==> config.mk <==
export PLATFORM = sky130hd
export DESIGN_NAME = jackpot_n
export DESIGN_NICKNAME = d
export VERILOG_FILES = /design/src/rtl/jackpot_n.sv
export SDC_FILE = /design/constraint.sdc
export NUM_CORES = 1
export LEC_CHECK = 0
export CORE_ASPECT_RATIO = 0.7
export CORE_MARGIN = 2
export CORE_UTILIZATION = 25
export CTS_BUF_LIST = sky130_fd_sc_hd__clkbuf_16
export DETAILED_ROUTE_END_ITERATION = 12
export GPL_TIMING_DRIVEN = 0
export PLACE_DENSITY = 0.39
export REMOVE_ABC_BUFFERS = 1
export SYNTH_ARGS = -nofsm -noshare
export SYNTH_HDL_FRONTEND = slang
export SYNTH_SLANG_ARGS = --single-unit
==> constraint.sdc <==
create_clock -name CLOCK -period 3.6 [get_ports CLOCK]
set_input_delay 0.72 -clock CLOCK [delete_from_list [all_inputs] [get_ports CLOCK]]
set_output_delay 0.72 -clock CLOCK [all_outputs]
set_load 0.05 [all_outputs]
==> src/rtl/jackpot_n.sv <==
// rtl/jackpot_n.sv - parametrised reaction game: stepping LED, switch match, speed levels, score
module jackpot_n #(
    parameter int N_LEDS   = 4,
    parameter int CLK_DIV  = 50000000,
    parameter int LEVELS   = 4,
    parameter int WIN_HOLD = 3,
    parameter int SCORE_W  = 8,
    localparam int LW      = (LEVELS > 1) ? $clog2(LEVELS) : 1
) (
    input  logic               CLOCK,
    input  logic               RESET,
    input  logic [N_LEDS-1:0]  SWITCHES,
    input  logic               MODE,
    output logic [N_LEDS-1:0]  LEDS,
    output logic [LW-1:0]      LEVEL,
    output logic [SCORE_W-1:0] SCORE,
    output logic               WIN
);

    localparam int CW = $clog2(CLK_DIV);
    localparam int HW = (WIN_HOLD > 1) ? $clog2(WIN_HOLD) : 1;
    localparam logic [N_LEDS-1:0] LED0 = N_LEDS'(1);
    localparam logic [N_LEDS-1:0] ALL_ON = '1;

    typedef enum logic {ST_RUN, ST_WIN_SHOW} state_t;

    state_t             state_q, state_d;
    logic [N_LEDS-1:0]  leds_q, leds_d;
    logic               dir_q, dir_d;
    logic [LW-1:0]      level_q, level_d;
    logic [SCORE_W-1:0] score_q, score_d;
    logic               win_q, win_d;
    logic [CW-1:0]      cnt_q, cnt_d;
    logic [HW-1:0]      hold_q, hold_d;
    logic [N_LEDS-1:0]  pending_q, pending_d;
    logic [N_LEDS-1:0]  sync1_q, sync1_d;
    logic [N_LEDS-1:0]  sync2_q, sync2_d;
    logic [N_LEDS-1:0]  prev_q, prev_d;
    logic [1:0]         arm_q, arm_d;

    logic [CW-1:0]      term_cnt;
    logic               tick;
    logic [N_LEDS-1:0]  edges;
    logic [N_LEDS-1:0]  hits;
    logic               onehot;
    logic [N_LEDS-1:0]  adv_leds;
    logic               adv_dir;

    // Prescaler terminal count, qualified switch edges and the next LED position
    always_comb begin
        term_cnt = CW'((CLK_DIV >> level_q) - 1);
        tick     = (cnt_q == term_cnt);
        // A switch already high or rising as reset releases is treated as a
        // pre-existing level, not a press, until the synchroniser has refilled.
        edges    = sync2_q & ~prev_q & {N_LEDS{arm_q == 2'd3}};
        hits     = pending_q | edges;
        onehot   = (leds_q != '0) && ((leds_q & (leds_q - LED0)) == '0);
        adv_leds = LED0;
        adv_dir  = 1'b1;
        if (!onehot) begin
            adv_leds = LED0;
            adv_dir  = 1'b1;
        end else if (!MODE) begin
            adv_leds = {leds_q[N_LEDS-2:0], leds_q[N_LEDS-1]};
            adv_dir  = 1'b1;
        end else if (dir_q) begin
            adv_leds = leds_q[N_LEDS-1] ? (leds_q >> 1) : (leds_q << 1);
            adv_dir  = ~leds_q[N_LEDS-1];
        end else begin
            adv_leds = leds_q[0] ? (leds_q << 1) : (leds_q >> 1);
            adv_dir  = leds_q[0];
        end
    end

    // Game FSM: RUN evaluates the pending presses each tick, WIN_SHOW holds the all-on pattern
    always_comb begin
        state_d   = state_q;
        leds_d    = leds_q;
        dir_d     = dir_q;
        level_d   = level_q;
        score_d   = score_q;
        win_d     = 1'b0;
        hold_d    = hold_q;
        pending_d = pending_q;
        sync1_d   = SWITCHES;
        sync2_d   = sync1_q;
        prev_d    = sync2_q;
        arm_d     = (arm_q == 2'd3) ? arm_q : arm_q + 2'd1;
        // The wrap on tick also zeroes the count on WIN_SHOW entry and exit.
        cnt_d     = tick ? '0 : cnt_q + 1'b1;
        case (state_q)
            ST_RUN: begin
                pending_d = hits;
                if (tick) begin
                    pending_d = '0;
                    if (onehot && hits == leds_q) begin
                        state_d = ST_WIN_SHOW;
                        leds_d  = ALL_ON;
                        win_d   = 1'b1;
                        score_d = (&score_q) ? score_q : score_q + 1'b1;
                        level_d = (level_q == LW'(LEVELS - 1)) ? level_q : level_q + 1'b1;
                        hold_d  = '0;
                    end else begin
                        if (hits != '0) begin
                            level_d = '0;
                        end
                        leds_d = adv_leds;
                        dir_d  = adv_dir;
                    end
                end
            end
            ST_WIN_SHOW: begin
                pending_d = '0;
                if (tick) begin
                    if (hold_q == HW'(WIN_HOLD - 1)) begin
                        state_d = ST_RUN;
                        leds_d  = LED0;
                        dir_d   = 1'b1;
                        hold_d  = '0;
                    end else begin
                        hold_d = hold_q + 1'b1;
                    end
                end
            end
            default: begin
                state_d = ST_RUN;
                leds_d  = LED0;
                dir_d   = 1'b1;
            end
        endcase
    end

    // State registers with asynchronous reset to the start-of-game position
    always_ff @(posedge CLOCK or negedge RESET) begin
        if (!RESET) begin
            state_q   <= ST_RUN;
            leds_q    <= LED0;
            dir_q     <= 1'b1;
            level_q   <= '0;
            score_q   <= '0;
            win_q     <= 1'b0;
            cnt_q     <= '0;
            hold_q    <= '0;
            pending_q <= '0;
            sync1_q   <= '0;
            sync2_q   <= '0;
            prev_q    <= '0;
            arm_q     <= '0;
        end else begin
            state_q   <= state_d;
            leds_q    <= leds_d;
            dir_q     <= dir_d;
            level_q   <= level_d;
            score_q   <= score_d;
            win_q     <= win_d;
            cnt_q     <= cnt_d;
            hold_q    <= hold_d;
            pending_q <= pending_d;
            sync1_q   <= sync1_d;
            sync2_q   <= sync2_d;
            prev_q    <= prev_d;
            arm_q     <= arm_d;
        end
    end

    assign LEDS  = leds_q;
    assign LEVEL = level_q;
    assign SCORE = score_q;
    assign WIN   = win_q;

endmodule

# Word level (Yosys, flattened, before mapping)
# Index checks and enable logic that the tools add are counted.
# W data, S select, Z words.
op_classes:
  n_addsub: 7
  eq_ne: 11
  shifts: 1
  mux: 35
  bitwise_logic: 8
  n_reduce_logical: 12
op_table:
  columns: ["op", "count"]
  rows:
  - ["$mux W4", 10]
  - ["$add A26 B1 Y26 const B", 1]
  - ["$eq A26 B26 Y1", 1]
  - ["$mux W26", 1]
  - ["$shr A26 B2 Y26 const A", 1]
  - ["$sub A26 B2 Y26 const B", 1]
  - ["$pmux W4 S2", 2]
  - ["$mux W2", 7]
  - ["$and A4 B4 Y4", 3]
  - ["$mux W1", 12]
  - ["$reduce_and A4 Y1", 3]
  - ["$add A8 B1 Y8 const B", 1]
  - ["$ne A2 B2 Y1 const B", 4]
  - ["$reduce_and A8 Y1", 1]
  - ["$reduce_bool A4 Y1", 2]
  - ["$add A2 B1 Y2 const B", 3]
  - ["$eq A2 B2 Y1 const B", 3]
  - ["$reduce_and A3 Y1", 2]
  - ["$eq A4 B4 Y1", 1]
  - ["$logic_not A4 Y1", 1]
  - ["$ne A2 B1 Y1 const B", 2]
  - ["$not A4 Y4", 1]
  - ["$or A4 B4 Y4", 1]
  - ["$pmux W1 S2", 2]
  - ["other kinds (5)", 8]
word_totals:
  register_bits: 63
  input_bits: 7
  output_inout_bits: 15

# Longest topological paths before layout
# Gate-level depths: netlist of run 1.
logic_depth:
  word_depth: 9
  ltp_mapped: 11
  depth_no_buf: 10

# Least setup slack after synthesis of run 1
# No wires, ideal clock.
synth_path:
  path_kind: "flip-flop to flip-flop"
  startpoint: "reg level_q[0], in the netlist LEVEL[0]"
  endpoint: "reg score_q[7], in the netlist SCORE[7]"
  setup_time_ns: 0.125
  t_arrival_ns: 3.310
  setup_slack_ns: 0.165
  stages_incl_launch_ff: 10
  path_buffers: 1
  synth_period_minus_slack_ns: 3.435
  cell_sequence: "dfrtp_1 > inv_1 > ha_1 > xor2_1 > a2111oi_2 > nand4_1 > or4_1 > buf_2 > or4_4 > mux2_4"
synth_between:
  elab_chain_len: 4
synth_lines:
  columns: ["item", "line", "text"]
  rows:
  - ["from (decl)", "30", "logic [LW-1:0] level_q, level_d;"]
  - ["from (signal assigned)", "153", "level_q <= level_d;"]
  - ["$shr A26 B2 Y26", "51", "term_cnt = CW'((CLK_DIV >> level_q) - 1);"]
  - ["$sub A26 B2 Y26", "51", null]
  - ["$eq A26 B26 Y1", "52", "tick = (cnt_q == term_cnt);"]
  - ["$reduce_and A4 Y1 (no source line)", null, null]
  - ["to (signal assigned)", "154", "score_q <= score_d;"]
  - ["to (decl)", "31", "logic [SCORE_W-1:0] score_q, score_d;"]
# Every way passes these cells.
# A chain may end at the register's enable or synchronous reset.

# Worst setup path after layout of run 1
layout_path:
  startpoint: "reg level_q[1], in the netlist LEVEL[1]"
  endpoint: "reg score_q[7], in the netlist SCORE[7]"
# The elaborated chain is that of the path after synthesis.

==> impl_metrics.ini, run 1 <==
[outcome]
outcome = complete, no violations

[drt]
drt_pre_antenna_iters = 4
drc_violations = 0
totalWireLength_um = 7450
viasPerCell = 4.60
drt-wirelength-per-cell_um = 14.2
drt_first_iter_violations = 161
detailroute.via_count = 2418
drtAntennaViolNets = 0

[logic_synthesis]
postSynthAreaPerCell_um2 = 9.96
synth_enable_flop_cells = 0
synth-simple-area-share = 0.242
fraction_of_post_synthesis_cell_area_in_the_top_cell_type_by_area = 0.459
mappedNetlistArea_um2 = 3330
synth_compound_gate_area_share = 0.0918
sequential_element_share_of_the_synthesized_area = 0.475
synth_cells = 334
fraction_of_registers_with_async_set_or_reset_after_synthesis = 1.00
synthTopCellsByArea = sky130_fd_sc_hd__dfrtp_1, sky130_fd_sc_hd__xor2_1, sky130_fd_sc_hd__nor2_1, sky130_fd_sc_hd__xnor2_1, sky130_fd_sc_hd__ha_1
synth_seq_cells = 63
dominantRegCellSynth = sky130_fd_sc_hd__dfrtp_1
synth_area_in_adders = 0.0414
synth.lib_cells_used.distinct = 51
yosysWarnings = 0
largest_family_of_logic_cells_by_synthesized_area = simple AND/OR/NAND/NOR gates
netlist.top_cell.by_area = sky130_fd_sc_hd__dfrtp_1
synth_mux_area_frac = 0.0211
yosys.area_share.xor_xnor = 0.100

[finish]
layout_commonest_cell = sky130_fd_sc_hd__dfrtp_1
final_nets = 373
layout-drive-gt1-share = 0.100
mostFrequentLayoutCells = sky130_fd_sc_hd__dfrtp_1, sky130_fd_sc_hd__nor2_1, sky130_fd_sc_hd__xor2_1, sky130_fd_sc_hd__clkdlybuf4s50_1
antennaDiodeCount = 0
flow.area_growth_from_synthesis_pct = 21.7

[clock_tree]
postCtsResizedCells = 0
cts_htree_levels = 3
cts-root-to-sink-buffers = 2
clock-root-buffer = sky130_fd_sc_hd__clkbuf_16
cts_tree = built
tritoncts.num_buffers = 9
post-cts-setup-buffers = 0
clk_pin_slew_ns = 0.06
clkSinkCount = 63
worst_skew_pair.late_latency_ns = 0.33
cts_hold_repair.buffers = 0

[timing]
worst-slew-pin-transition_ns = 0.824
fin_worst_skew_ns = 0.00470
timing.slew.headroom = 0.451
hold_slack_ns = 0.348
finalSetupViolCount = 0
final_setup_slack_of_the_worst_path_ns = 0.217
grt_setup_unrepaired = no
finalSetupTns_ns = 0
final-hold-violation-count = 0
final_period_minus_worst_setup_slack_ns = 3.38
timing.final.crit_share = 0.940
highest_clock_rate_ghz = 0.296
timing.final.max_slew_violations = 0

[place]
place_ws_ns = 0.0534
gp_routability_congestion = 0.740
detailed_place_hpwl_um = 5130
place.port_buffers = 21

[job]
max_cap_violations = 0

[worst_setup_path]
worst-setup-path-type = register to register
timing.critical_path.fanout_max = 8
critical_path_arrival_ns = 3.60
critPathCaptureType = register
startpoint_type = register
worst-endpoint-required_ns = 3.82

[floorplan]
die_y_um = 101
floorplan.initialDensity = 0.254
ioPinCount = 22
die-area_um2 = 14300
rows = 35
core_area_um2 = 13100
die_width_um = 142

[grt]
global_route.overflow_total = 0
globalRouteTotalUtil = 0.115
grt_max_degree = 64
number_of_global_route_vias_before_repair = 2450
antenna_found_initial = 0
grt_pass1_wl_um = 12800

[pwr]
leakage_nw = 1.70
power.ir.vdd_worst_v = 0.000199
fin_total_pwr_mw = 1.63
power_per_cell_area_nw_per_um2 = 402

[worst_hold_path]
worst_hold_path_type = register to register
cell usage after synthesis, types with 3 or more instances:
library cell,n
sky130_fd_sc_hd__nor2b_1,7
sky130_fd_sc_hd__nand4_1,8
sky130_fd_sc_hd__a21oi_1,9
sky130_fd_sc_hd__inv_1,11
sky130_fd_sc_hd__ha_1,11
sky130_fd_sc_hd__buf_2,4
sky130_fd_sc_hd__and4_1,6
sky130_fd_sc_hd__mux2_2,4
sky130_fd_sc_hd__and2_1,4
sky130_fd_sc_hd__and3_1,9
sky130_fd_sc_hd__nor4_1,4
sky130_fd_sc_hd__o2111ai_1,3
sky130_fd_sc_hd__nor3_1,9
sky130_fd_sc_hd__dfrtp_1,61
sky130_fd_sc_hd__o2bb2ai_1,3
sky130_fd_sc_hd__nand2b_1,11
sky130_fd_sc_hd__o22ai_1,3
sky130_fd_sc_hd__xnor2_1,17
sky130_fd_sc_hd__o31ai_1,4
sky130_fd_sc_hd__clkbuf_1,9
sky130_fd_sc_hd__xor2_1,21
sky130_fd_sc_hd__nor2_1,43
sky130_fd_sc_hd__nand3_1,16
sky130_fd_sc_hd__nand2_1,17
stage by stage:
step | instance area (um2) | std cells | utilization
2_1_floorplan | 3270 | 321 | -
3_3_place_gp | 3690 | 508 | 0.282
3_5_place_dp | 3720 | 510 | 0.284
4_1_cts | 4030 | 526 | 0.308
5_1_grt | 4050 | 526 | 0.309
6_report | 4050 | 526 | 0.309
worst paths after layout:
check                       endpoint  startpoint  cells after the start  slack (ns)
setup / recovery            SCORE[7]    LEVEL[1]                      8        0.22
hold / removal             prev_d[0]  sync1_q[0]                      0        0.35
setup reg to reg            SCORE[7]    LEVEL[1]                      8        0.22
hold reg to reg            prev_d[0]  sync1_q[0]                      0        0.35
max in group asynchronous   LEVEL[0]       RESET                      1        2.55
min in group asynchronous    LEDS[2]       RESET                      1        0.47
power breakdown:
part	internal, mW	switching (mW)	total [mW]	leakage [nW]
Clock	0.543	0.339	0.882	0.140
Combinational	0.00853	0.0178	0.0264	0.768
Sequential	0.715	0.00283	0.718	0.793
Total	1.27	0.359	1.63	1.70
sequential cells by signal, indices dropped and copies added, names as in the netlist:
signal,flops
cnt_q,26
SCORE,8
LEDS,4
pending_q,4
prev_d,4
prev_q,4
sync1_q,4
LEVEL,2
arm_q,2
hold_q,2
WIN,1
dir_q,1
state_q,1
area by class of cell:
type                    count  area (um2)
flip-flops and latches     63        1580
repair buffers             23         238
multi-input cells         247        1670
inverters                  11        41.3
well taps                 166         208
clock buffers               9         225
fillers                  1314        9050
clock inverters             7        81.3
worst max-delay path, stage by stage (launching register included):
cell,delay [ns]
sky130_fd_sc_hd__dfrtp_1,0.54
sky130_fd_sc_hd__inv_1,0.15
sky130_fd_sc_hd__ha_1,0.28
sky130_fd_sc_hd__xor2_1,0.19
sky130_fd_sc_hd__a2111oi_2,0.35
sky130_fd_sc_hd__nand4_1,0.26
sky130_fd_sc_hd__or4_4,0.65
sky130_fd_sc_hd__or4_4,0.54
sky130_fd_sc_hd__mux2_4,0.30
logic make-up (layout without fill, tap and decap cells):
logic type,after synthesis,after routing
flip-flops,63,63
AND/OR/NAND/NOR,151,151
AO/OA/AOI/OAI,41,41
XOR/XNOR,38,38
adder cells (fa/ha/maj),11,11
multiplexers,6,6
buffers and inverters,24,50
metal layers:
layer | vias to the layer above | part of all wire | global-route usage
li1 | 1219 | - | -
met1 | 1156 | 0.55 | 0.165
met2 | 36 | 0.41 | 0.167
met3 | 7 | 0.031 | 0.0318
met4 | 0 | 0.015 | 0.0369
met5 | - | 0 | 0
No activity file was read; power rests on OpenSTA's default activity.
==> inputs of run 2 (changes only) <==
--- a/config.mk
+++ b/config.mk
@@ -6,7 +6,7 @@
 export NUM_CORES = 1
 export LEC_CHECK = 0
 export CORE_ASPECT_RATIO = 0.7
-export CORE_MARGIN = 2
+export CORE_MARGIN = 5
 export CORE_UTILIZATION = 25
 export CTS_BUF_LIST = sky130_fd_sc_hd__clkbuf_16
 export DETAILED_ROUTE_END_ITERATION = 12
==> run 2 against run 1 <==
Sequential share of layout area barely moved. Combinational power is essentially flat. Critical path depth unchanged. Via count increased by 2.6%. Die area rose by 10%. Flip-flop and latch count unchanged. First-iteration DRC count fell by 19%. Critical endpoint unchanged. Largest cell class unchanged. Largest power group unchanged.
==> impl_metrics.ini, run 2 (same netlist as run 1, synthesis figures left out) <==
[drt]
highest_layer = met4
drc_violations = 0
m1WireLength_um = 4090
met2_wirelength_um = 3150
drtAntennaViolNets = 0
drt_pre_antenna_iters = 4
totalWireLength_um = 7630
viasPerCell = 4.72
drt-wirelength-per-cell_um = 14.5
detailroute.via_count = 2481
drt_first_iter_violations = 131
route.met3.wl_um = 260

[worst_setup_path]
reg2reg_to = SCORE[7]
worst-endpoint-required_ns = 3.81
crit-reg2reg-launch = LEVEL[0]
worstSetupEndpoint = SCORE[7]
r2r_slack_ns = 0.08
critical_path_arrival_ns = 3.74
startpoint_type = register
setup.worst_path.start = LEVEL[0]
timing.critical_path.fanout_max = 8
reg2regPathDepth = 8
critPathCaptureType = register
worst-setup-path-type = register to register

[finish]
flow.area_growth_from_synthesis_pct = 21.4
layout-drive-gt1-share = 0.0889
top_register = cnt_q
layout_commonest_cell = sky130_fd_sc_hd__dfrtp_1
mostFrequentLayoutCells = sky130_fd_sc_hd__dfrtp_1, sky130_fd_sc_hd__nor2_1, sky130_fd_sc_hd__xor2_1, sky130_fd_sc_hd__clkdlybuf4s50_1
antennaDiodeCount = 0
final_nets = 373
largest_reg_flops = 26

[pwr]
power.ir.vdd_worst_v = 0.000226
leakage_nw = 1.71
fin_total_pwr_mw = 1.66
power_per_cell_area_nw_per_um2 = 410

[timing]
hold_slack_ns = 0.347
worst-slew-pin-transition_ns = 0.955
grt_setup_unrepaired = yes
final-hold-violation-count = 0
timing.final.max_slew_violations = 0
timing.final.crit_share = 0.979
finalSetupViolCount = 0
fin_worst_skew_ns = 0.00525
final_period_minus_worst_setup_slack_ns = 3.52
timing.slew.headroom = 0.360
highest_clock_rate_ghz = 0.284

[floorplan]
rows = 35
core_area_um2 = 13100
die_width_um = 148
floorplan.initialDensity = 0.254
die-area_um2 = 15700
ioPinCount = 22
die_y_um = 107

[clock_tree]
post-cts-setup-buffers = 0
cts_htree_levels = 3
tritoncts.num_buffers = 9
worst_skew_pair.late_latency_ns = 0.33
cts_hold_repair.buffers = 0
clock-root-buffer = sky130_fd_sc_hd__clkbuf_16
cts_tree = built
clkSinkCount = 63
cts-root-to-sink-buffers = 2
clk_pin_slew_ns = 0.06

[place]
place.port_buffers = 21
gp_routability_congestion = 0.813
detailed_place_hpwl_um = 5250

[grt]
number_of_global_route_vias_before_repair = 2488
grt_max_degree = 64
antenna_found_initial = 0
grt_pass1_wl_um = 13100
globalRouteTotalUtil = 0.104
global_route.overflow_total = 0

[job]
max_cap_violations = 0

[outcome]
outcome = complete, no violations

[worst_hold_path]
worst_hold_path_type = register to register
==> run 2: layout make-up <==
type / instances / area, um2
Fill cell: 1331 / 9050
Multi-Input combinational cell: 247 / 1660
Sequential cell: 63 / 1580
Timing Repair Buffer: 23 / 234
Clock buffer: 9 / 225
Tap cell: 166 / 208
Clock inverter: 7 / 88.8
Inverter: 11 / 41.3
==> run 2: power breakdown <==
part / switching [mW] / internal, mW / total (mW)
clock network: 0.312 / 0.600 / 0.912
logic: 0.0180 / 0.00853 / 0.0266
registers: 0.00290 / 0.716 / 0.719
==> run 2: worst min-delay path by stage <==
stage          cells after the start  slack [ns]       start        end
5_1_grt                            0        0.36  sync1_q[0]  prev_d[0]
2_1_floorplan                      0        0.33  sync1_q[0]  prev_d[0]
3_5_place_dp                       0        0.34  sync1_q[0]  prev_d[0]
3_3_place_gp                       0        0.33  sync1_q[3]  prev_d[3]
6_report                           0        0.35  sync1_q[1]  prev_d[1]
4_1_cts                            0        0.35  sync1_q[0]  prev_d[0]
==> run 2: metal layers <==
| metal | track usage | up-vias |
|---|---|---|
| li1 | - | 1217 |
| met1 | 0.149 | 1213 |
| met2 | 0.147 | 42 |
| met5 | 0 | - |
| met3 | 0.0328 | 9 |
| met4 | 0.0376 | 0 |
==> run 2: what timing repair did <==
action	in CTS	in global routing
gates cloned	0	0
setup endpoints to repair	1	6
gates resized for setup	1	0
==> run 2: stage by stage <==
stage	std cells	setup TNS (ns)	setup slack (ns)	utilization	area, um2
floorplan	321	-15.79	-0.884	-	3270
global placement	508	-100.42	-2.75	0.282	3690
detailed placement	510	-0.0146	-0.0146	0.284	3720
CTS	526	0	0.0265	0.308	4040
global route	526	-0.359	-0.104	0.308	4040
finish	526	0	0.0750	0.308	4040
==> run 2: worst max-delay path, stage by stage (launching register included) <==
cell and delay [ns]:
sky130_fd_sc_hd__dfrtp_1 0.51, sky130_fd_sc_hd__inv_1 0.18, sky130_fd_sc_hd__ha_1 0.31, sky130_fd_sc_hd__xor2_1 0.19, sky130_fd_sc_hd__a2111oi_2 0.36, sky130_fd_sc_hd__nand4_1 0.24
sky130_fd_sc_hd__or4_1 0.74, sky130_fd_sc_hd__or4_4 0.58, sky130_fd_sc_hd__mux2_4 0.30
==> inputs of run 3 (changes only) <==
--- a/config.mk
+++ b/config.mk
@@ -13,6 +13,7 @@
 export GPL_TIMING_DRIVEN = 0
 export PLACE_DENSITY = 0.39
 export REMOVE_ABC_BUFFERS = 1
+export SKIP_CTS_REPAIR_TIMING = 1
 export SYNTH_ARGS = -nofsm -noshare
 export SYNTH_HDL_FRONTEND = slang
 export SYNTH_SLANG_ARGS = --single-unit
==> results of run 3 <==
Same layout as run 2: the final DEF is identical, and so are final timing and power.
Among the figures that moved: via count of the first global-routing pass 2488 -> 2487
